--- src/rtl/store_rs_queue.sv ---
// Store reservation station: holds store ops until value/base operands resolve from the CDB,
// then issues the oldest ready op (data, address, byte mask) through a registered output stage.
module store_rs_queue #(
  parameter int unsigned      DEPTH   = 4,
  parameter int unsigned      DATA_W  = 32,
  parameter int unsigned      TAG_W   = 6,
  parameter int unsigned      NUM_CDB = 2,
  parameter logic [TAG_W-1:0] NO_TAG  = TAG_W'(16)
) (
  input  logic                        clock,
  input  logic                        reset,
  input  logic                        flush,
  input  logic                        alloc_valid,
  output logic                        alloc_ready,
  input  logic [2:0]                  alloc_subtype,
  input  logic [TAG_W-1:0]            alloc_rob,
  input  logic [DATA_W-1:0]           alloc_val,
  input  logic [TAG_W-1:0]            alloc_val_tag,
  input  logic [DATA_W-1:0]           alloc_base,
  input  logic [TAG_W-1:0]            alloc_base_tag,
  input  logic [DATA_W-1:0]           alloc_offset,
  input  logic [NUM_CDB-1:0]          cdb_valid,
  input  logic [NUM_CDB*TAG_W-1:0]    cdb_tag,
  input  logic [NUM_CDB*DATA_W-1:0]   cdb_data,
  output logic                        issue_valid,
  input  logic                        issue_ready,
  output logic [TAG_W-1:0]            issue_rob,
  output logic [DATA_W-1:0]           issue_data,
  output logic [DATA_W-1:0]           issue_addr,
  output logic [3:0]                  issue_mask,
  output logic                        issue_misalign,
  output logic [$clog2(DEPTH+1)-1:0]  count
);

  localparam int unsigned CNT_W = $clog2(DEPTH + 1);
  localparam int unsigned IDX_W = $clog2(DEPTH);
  localparam logic [2:0]  SUB_SB = 3'b000;
  localparam logic [2:0]  SUB_SH = 3'b001;
  localparam logic [2:0]  SUB_SW = 3'b010;

  typedef struct packed {
    logic [2:0]        sub;
    logic [TAG_W-1:0]  rob;
    logic [DATA_W-1:0] val;
    logic [TAG_W-1:0]  val_tag;
    logic [DATA_W-1:0] base;
    logic [TAG_W-1:0]  base_tag;
    logic [DATA_W-1:0] offset;
  } entry_t;

  logic [DEPTH-1:0]  valid_q, valid_d;
  entry_t            ent_q   [DEPTH];
  entry_t            ent_d   [DEPTH];
  logic [DEPTH-1:0]  older_q [DEPTH];  // older_q[i][j]: entry i is older than entry j
  logic [DEPTH-1:0]  older_d [DEPTH];
  logic [CNT_W-1:0]  count_q, count_d;
  logic              alloc_ready_q, alloc_ready_d;
  logic              issue_valid_q, issue_valid_d;
  logic [TAG_W-1:0]  issue_rob_q, issue_rob_d;
  logic [DATA_W-1:0] issue_data_q, issue_data_d;
  logic [DATA_W-1:0] issue_addr_q, issue_addr_d;
  logic [3:0]        issue_mask_q, issue_mask_d;
  logic              issue_mis_q, issue_mis_d;

  logic [DEPTH-1:0]  rdy_c, pick_c;
  logic [IDX_W-1:0]  pick_idx_c, free_idx_c;
  entry_t            pick_ent_c;
  logic [DATA_W-1:0] pick_addr_c;
  logic [3:0]        pick_mask_c;
  logic              pick_mis_c;
  logic              issue_load_c, issue_fire_c, alloc_fire_c;

  // Operand wakeup: lowest matching CDB port wins; NO_TAG never matches.
  function automatic logic [TAG_W+DATA_W-1:0] wake(input logic [TAG_W-1:0] tag,
                                                   input logic [DATA_W-1:0] data);
    logic hit;
    hit  = 1'b0;
    wake = {tag, data};
    for (int k = 0; k < int'(NUM_CDB); k++) begin
      if (!hit && cdb_valid[k] && tag != NO_TAG && cdb_tag[k*TAG_W +: TAG_W] == tag) begin
        hit  = 1'b1;
        wake = {NO_TAG, cdb_data[k*DATA_W +: DATA_W]};
      end
    end
  endfunction

  // Oldest-ready pick, lowest free slot, and store shaping of the picked entry.
  always_comb begin
    rdy_c      = '0;
    pick_c     = '0;
    pick_idx_c = '0;
    pick_ent_c = '0;
    free_idx_c = '0;
    for (int i = 0; i < int'(DEPTH); i++) begin
      rdy_c[i] = valid_q[i] && ent_q[i].val_tag == NO_TAG && ent_q[i].base_tag == NO_TAG;
    end
    for (int i = 0; i < int'(DEPTH); i++) begin
      pick_c[i] = rdy_c[i];
      for (int j = 0; j < int'(DEPTH); j++) begin
        if (rdy_c[j] && older_q[j][i]) pick_c[i] = 1'b0;
      end
    end
    for (int i = int'(DEPTH) - 1; i >= 0; i--) begin
      if (!valid_q[i]) free_idx_c = IDX_W'(i);
    end
    for (int i = 0; i < int'(DEPTH); i++) begin
      if (pick_c[i]) begin
        pick_idx_c = IDX_W'(i);
        pick_ent_c = ent_q[i];
      end
    end
    pick_addr_c = pick_ent_c.base + pick_ent_c.offset;
    case (pick_ent_c.sub)
      SUB_SB: begin
        pick_mask_c = 4'b0001 << pick_addr_c[1:0];
        pick_mis_c  = 1'b0;
      end
      SUB_SH: begin
        pick_mask_c = 4'b0011 << {pick_addr_c[1], 1'b0};
        pick_mis_c  = pick_addr_c[0];
      end
      SUB_SW: begin
        pick_mask_c = 4'b1111;
        pick_mis_c  = |pick_addr_c[1:0];
      end
      default: begin
        pick_mask_c = 4'b0000;
        pick_mis_c  = 1'b1;
      end
    endcase
    issue_load_c = !issue_valid_q || issue_ready;
    issue_fire_c = issue_load_c && (|rdy_c);
    alloc_fire_c = alloc_valid && alloc_ready_q;
  end

  // Next state: wakeup, dequeue, allocate, output stage, flush last.
  always_comb begin
    valid_d       = valid_q;
    older_d       = older_q;
    count_d       = count_q;
    issue_valid_d = issue_valid_q;
    issue_rob_d   = issue_rob_q;
    issue_data_d  = issue_data_q;
    issue_addr_d  = issue_addr_q;
    issue_mask_d  = issue_mask_q;
    issue_mis_d   = issue_mis_q;
    for (int i = 0; i < int'(DEPTH); i++) begin
      ent_d[i] = ent_q[i];
      {ent_d[i].val_tag, ent_d[i].val}   = wake(ent_q[i].val_tag, ent_q[i].val);
      {ent_d[i].base_tag, ent_d[i].base} = wake(ent_q[i].base_tag, ent_q[i].base);
    end
    if (issue_fire_c) valid_d[pick_idx_c] = 1'b0;
    if (alloc_fire_c) begin
      valid_d[free_idx_c]      = 1'b1;
      ent_d[free_idx_c].sub    = alloc_subtype;
      ent_d[free_idx_c].rob    = alloc_rob;
      ent_d[free_idx_c].offset = alloc_offset;
      {ent_d[free_idx_c].val_tag, ent_d[free_idx_c].val}   = wake(alloc_val_tag, alloc_val);
      {ent_d[free_idx_c].base_tag, ent_d[free_idx_c].base} = wake(alloc_base_tag, alloc_base);
      older_d[free_idx_c] = '0;
      for (int j = 0; j < int'(DEPTH); j++) begin
        if (IDX_W'(j) != free_idx_c) older_d[j][free_idx_c] = 1'b1;
      end
    end
    count_d = count_q + CNT_W'(alloc_fire_c) - CNT_W'(issue_fire_c);
    if (issue_load_c) begin
      issue_valid_d = |rdy_c;
      if (|rdy_c) begin
        issue_rob_d  = pick_ent_c.rob;
        issue_data_d = pick_ent_c.val;
        issue_addr_d = pick_addr_c;
        issue_mask_d = pick_mask_c;
        issue_mis_d  = pick_mis_c;
      end
    end
    if (flush) begin
      valid_d       = '0;
      count_d       = '0;
      issue_valid_d = 1'b0;
    end
    alloc_ready_d = count_d != CNT_W'(DEPTH);
  end

  always_ff @(posedge clock or posedge reset) begin
    if (reset) begin
      valid_q       <= '0;
      count_q       <= '0;
      alloc_ready_q <= 1'b1;
      issue_valid_q <= 1'b0;
      issue_rob_q   <= '0;
      issue_data_q  <= '0;
      issue_addr_q  <= '0;
      issue_mask_q  <= '0;
      issue_mis_q   <= 1'b0;
      for (int i = 0; i < int'(DEPTH); i++) begin
        ent_q[i]   <= '0;
        older_q[i] <= '0;
      end
    end else begin
      valid_q       <= valid_d;
      count_q       <= count_d;
      alloc_ready_q <= alloc_ready_d;
      issue_valid_q <= issue_valid_d;
      issue_rob_q   <= issue_rob_d;
      issue_data_q  <= issue_data_d;
      issue_addr_q  <= issue_addr_d;
      issue_mask_q  <= issue_mask_d;
      issue_mis_q   <= issue_mis_d;
      for (int i = 0; i < int'(DEPTH); i++) begin
        ent_q[i]   <= ent_d[i];
        older_q[i] <= older_d[i];
      end
    end
  end

  assign alloc_ready    = alloc_ready_q;
  assign count          = count_q;
  assign issue_valid    = issue_valid_q;
  assign issue_rob      = issue_rob_q;
  assign issue_data     = issue_data_q;
  assign issue_addr     = issue_addr_q;
  assign issue_mask     = issue_mask_q;
  assign issue_misalign = issue_mis_q;

endmodule

--- config.mk ---
export PLATFORM = sky130hd
export DESIGN_NAME = store_rs_queue
export DESIGN_NICKNAME = d
export VERILOG_FILES = /design/src/rtl/store_rs_queue.sv
export SDC_FILE = /design/constraint.sdc
export NUM_CORES = 2
export LEC_CHECK = 0
export ABC_AREA = 1
export CAP_MARGIN = 15
export CELL_PAD_IN_SITES_DETAIL_PLACEMENT = 1
export CELL_PAD_IN_SITES_GLOBAL_PLACEMENT = 1
export CORE_MARGIN = 2
export CORE_UTILIZATION = 52
export DETAILED_ROUTE_END_ITERATION = 10
export DONT_BUFFER_PORTS = 1
export GPL_ROUTABILITY_DRIVEN = 0
export GPL_TIMING_DRIVEN = 1
export PLACE_DENSITY_LB_ADDON = 0.1
export SETUP_SLACK_MARGIN = 0.3
export SLEW_MARGIN = 15
export SYNTH_ARGS = -nofsm -noshare
export SYNTH_HDL_FRONTEND = slang
export SYNTH_SLANG_ARGS = --single-unit
--- constraint.sdc ---
create_clock -name clock -period 38.2 [get_ports clock]
set_clock_uncertainty 0.2 [all_clocks]
set_input_delay 3.82 -clock clock [delete_from_list [all_inputs] [get_ports clock]]
set_output_delay 3.82 -clock clock [all_outputs]
set_load 0.1 [all_outputs]
## Word level (Yosys, flattened, before mapping)

Index checks and enable logic that the tools add are counted.

- Add/subtract/negate cells: 3
- $lt $le $gt $ge: 6
- Equal/unequal tests: 44
- Shift-type cells: 2
- Mux-type cells: 101
- Bitwise gates (word level): 10
- Reductions and logical operators: 97

Operators by type and width:

| cell | count |
|---|---|
| $bwmux W468 | 7 |
| $demux W117 S2 | 7 |
| $mux W38 | 23 |
| $mux W117 | 5 |
| $mux W459 | 1 |
| $eq A6 B6 Y1 | 20 |
| $mux W114 | 1 |
| $mux W108 | 1 |
| $logic_and A1 B1 Y1 | 79 |
| $mux W76 | 1 |
| $mux W70 | 1 |
| $ne A6 B5 Y1 const B | 10 |
| $eq A6 B5 Y1 const B | 8 |
| $mux W1 | 33 |
| $add A32 B32 Y32 | 1 |
| $mux W32 | 1 |
| $mux W4 | 8 |
| $or A4 B4 Y4 | 5 |
| $and A16 B16 Y16 | 1 |
| $not A16 Y16 | 1 |
| $mux W2 | 6 |
| $pmux W4 S3 | 1 |
| $logic_not A1 Y1 | 11 |
| $demux W4 S2 | 1 |
| other kinds (25) | 30 |

- Flip-flop bits (word level): 568
- Input bits: 200
- Output and inout port bits: 80

## Depth between registers and ports, before layout

- Word-level depth: 21
- Gate-level depth with buffers: 28
- Gate-level depth less buffers: 26

## Worst setup path after synthesis

No wires, ideal clock.

- Path type: input -> register
- From: in issue_ready
- To: reg count_q[2] (netlist: count[2])
- Library setup time: 0.134 ns
- Arrival: 5.595 ns
- Path slack: 32.271 ns
- Stages: 12
- Cells stage by stage: nor2_1 -> inv_1 -> nand2_1 -> inv_1 -> buf_2 -> buf_2 -> ha_1 -> inv_1 -> ha_1 -> fa_1 -> o21ai_0 -> a21oi_1

- Word-level cells in the longest chain between the ends: 4

RTL lines:

| element | line | RTL |
|---|---|---|
| from (decl) | 26 | `input logic issue_ready,` |
| $logic_or A1 B1 Y1 | 131 | `issue_load_c = !issue_valid_q \|\| issue_ready;` |
| $logic_and A1 B1 Y1 | 132 | `issue_fire_c = issue_load_c && (\|rdy_c);` |
| net issue_fire_c | 71 | `logic issue_load_c, issue_fire_c, alloc_fire_c;` |
| $sub A3 B1 Y3 | 165 | `count_d = count_q + CNT_W'(alloc_fire_c) - CNT_W'(issue_fire_c);` |
| $mux W3 | 176 | `if (flush) begin` |
| net count_d[2] | 56 | `logic [CNT_W-1:0] count_q, count_d;` |
| to (signal assigned) | 201 | `count_q <= count_d;` |
| to (decl) | 56 |  |

The timed path passes the listed nets, and every way through them passes these cells.
A chain may end at the register's enable or synchronous reset.

## Final worst setup path

- From: reg ent_q[75] (netlist name)
- To: reg issue_addr_q[18] (netlist: issue_addr[18])

- Word-level cells in the longest chain between the ends: 10
- Elaborated cells between the ends (all ways): 21
- Those cells by class: add/sub: 1; eq/ne: 1; mux: 11; reduce/logical: 8

RTL lines:

| element | line | RTL |
|---|---|---|
| from (decl) | 52 | `entry_t ent_q [DEPTH];` |
| from (signal, indexed assignment) | 210 | `ent_q[i] <= ent_d[i];` |
| $eq A6 B5 Y1 (*) | 95 | `rdy_c[i] = valid_q[i] && ent_q[i].val_tag == NO_TAG && ent_q[i].base_tag == NO_TAG;` |
| $logic_and A1 B1 Y1 (*) (2 in series) | 95 |  |
| $logic_and A1 B1 Y1 | 100 | `if (rdy_c[j] && older_q[j][i]) pick_c[i] = 1'b0;` |
| $mux W1 | 100 |  |
| $mux W117 (4 in series) | 107 | `if (pick_c[i]) begin` |
| $add A32 B32 Y32 | 112 | `pick_addr_c = pick_ent_c.base + pick_ent_c.offset;` |
| to (signal assigned) | 206 | `issue_addr_q <= issue_addr_d;` |
| to (decl) | 61 | `logic [DATA_W-1:0] issue_addr_q, issue_addr_d;` |

Every way passes the cells marked *; elsewhere a longest branch is shown, timed or not.

==> metrics.yaml <==
nFillCells: 8081
rsz0062_at_grt: "false"
critPathTopFamily: "buffers and inverters"
seqPwrFrac_pct: 44.8
drtIter0Drc: 3383
ys_async_sr_fraction_pct: 100
hold_viol_final: 0
vdd_drop_max_v: 0.0000356
wl_mm: 140
postCtsSetupBuffers: 0
netSwitchingFraction_pct: 37.3
layout_min_cycle_time_ps: 7200
cp-start-kind: "flip-flop"
start_util_pct: 52.5
rows: 93
setup_tns_ps: 0
p_clk_share_pct: 29.5
ys_ff_latch: 568
yosysWarnings: 0
cts_buffers: 67
netlist.area_leader.share_pct: 42.0
vias: 34200
slowest_delay_ps: 720
antenna_found_initial: 12
antenna_left: 0
final_util_pct: 56.1
ys_top_cells_by_area: "dfrtp_1, nand2_1, o21ai_0"
drive_above_1_share_pct: 6.62
max_cap_violations: 0
cpMostUsedCell: "nand2_1"
synth_area_per_cell_um2: 7.55
dieArea_um2: 67100
setup_violations: 0
cp_max_fo: 43
htree_levels: 3
stdcell_count: 5202
layout_commonest_cell: "nand2_1"
fp.dieW_um: 259
ys_seq_area_share_pct: 42.1
end_kind: "flip-flop"
ctsResizeCount: 0
max_freq_ghz: 0.139
synth_largest_area_cell: "dfrtp_1"
grt_pass1_wl_mm: 215
drc: 0
synth_flop_cell: "dfrtp_1"
cts_hold_buf: 0
syn-num-nets: 4709
synth.distinct_cells: 63
worstPathArrival_ps: 7550
crit_required_ps: 38550
worst-path-buf-inv: 6
die_h_um: 259
wl_per_cell_um: 27.0
ios: 280
syn2layout_area_growth_pct: 6.83
slowest_stage: "buf_4"
slew-limit-headroom_pct: 26.1
outcome: "finished, final reports clean"
criticalPathCategory: "flip-flop to flip-flop"
finalMaxSlewViolations: 0
hold_path_class: "flip-flop to flip-flop"
p_int_uw: 1440
io_buffers: 0
synth_edf_count: 0
path_clk_slew_ps: 60
synth_cells: 4474
grt_max_degree: 115
worstMarginPinSlew_ps: 1110
grt.overflow.total: 0
post-route-period-util_pct: 18.8
p_leak_uw: 0.0170
combPwrFrac_pct: 25.7
nets: 4517
cts_tree: "yes"
switching_power_uw: 857
clockRootBuffer: "clkbuf_16"
grt_usage_pct: 41.6
firstDrtPassIters: 6
core_region_area_um2: 64300
clk_latency_ps: 640
placedCellCount: 5068
first_global_vias: 35100
cts_num_sinks: 568
cts_buffer_depth: 3
power.density_nw_per_um2: 63.6
vias_per_cell: 6.58
mostFrequentLayoutCells: "nand2_1, dfrtp_1, inv_1"
dp_hpwl_mm: 89.6
syn_area_um2: 33800
area by class of cell:
class	count	area, µm²	area share, %
Multi-Input combinational cell	3014	15900	44.1
Sequential cell	568	14200	39.4
Inverter	583	2210	6.12
Clock buffer	107	2070	5.73
Tap cell	855	1070	2.96
Timing Repair Buffer	48	360	0.998
Clock inverter	16	220	0.610
Antenna cell	11	27.5	0.0762
worst paths after layout:
check	from	to	slack (ps)	cells past startpoint
min in group asynchronous	reset	ent_q[426]	2990	1
worst min-delay path	flip-flop	flip-flop	270	2
worst max-delay path	ent_q[75]	issue_addr[18]	31000	26
max in group asynchronous	reset	ent_q[168]	32610	3
worst max register to register	ent_q[75]	issue_addr[18]	31000	26
worst min register to register	flip-flop	flip-flop	270	2
routing by layer:
metal	global-route usage, %	wire length [µm]	vias to the layer above
li1	-	-	14900
met1	52.4	54400	17100
met2	66.1	64000	1762
met3	8.76	13000	470
met4	24.9	8990	6
met5	0	45	-
synth_stat cells, types with 7 or more instances:
master and number:
nand2_1 913, dfrtp_1 567, inv_1 530, o21ai_0 520
a21oi_1 319, o22ai_1 245, nor2_1 227, clkbuf_1 138
o21ai_1 137, buf_2 116, o2111ai_1 87, nand3_1 85
o211ai_1 74, o221ai_1 43, a221oi_1 40, inv_2 36
ha_1 33, nor3_1 33, xor2_1 33, nand4_1 30
o31ai_1 28, xnor2_1 23, buf_4 19, buf_6 18
nor2_2 18, buf_1 17, clkinv_1 15, o21ai_2 12
nor4_1 11, nand2_2 10, nand3_2 10, a211oi_1 9
a21oi_2 7
worst reg2reg max path, cell delays in order, from the launching register on:
cell	delay, ps
dfrtp_1	450
inv_1	110
nand2_1	60
nor2_2	450
nand3_2	160
clkinv_1	80
nand2_2	80
nor2_8	400
nor2_2	170
clkinv_2	300
buf_4	660
buf_4	760
o22ai_1	160
a21oi_1	280
ha_1	310
inv_1	90
fa_1	460
o21ai_1	290
a21boi_0	260
o21ai_1	260
a21oi_1	140
o21ai_1	380
nand2_1	90
nand2_1	90
xor2_1	260
nand2_1	90
nand2_1	90
power groups by stage:
| stage | registers [µW] | logic [µW] | clock network (µW) |
|---|---|---|---|
| after detailed placement | 1030 | 570 | 0 |
| after global placement | 1020 | 539 | 0 |
| final | 1030 | 590 | 678 |
| after CTS | 1020 | 581 | 680 |
| after floorplan | 986 | 450 | 0 |
| after global routing | 1050 | 667 | 704 |
cell families after synthesis:
logic type	share of synthesized area, %
AOI/OAI and AO/OA	26.9
and+or+nand+nor	17.1
buffers and inverters	11.0
DFF	42.1
xor gates and xnor gates	1.45
adders and majority gates	1.34
muxes	0.148
through the flow:
stage / cell area (µm²) / worst slack (ps) / hold WS, ps / total power, µW
4_1_cts: 36100 / 31150 / 274 / 2280
6_report: 36100 / 31000 / 269 / 2300
5_1_grt: 36100 / 30710 / 296 / 2420
3_5_place_dp: 33800 / 30730 / 259 / 1600
3_3_place_gp: 33800 / 30860 / 253 / 1560
2_1_floorplan: 33800 / 18290 / 242 / 1440
(Power assumes the default switching activity.)
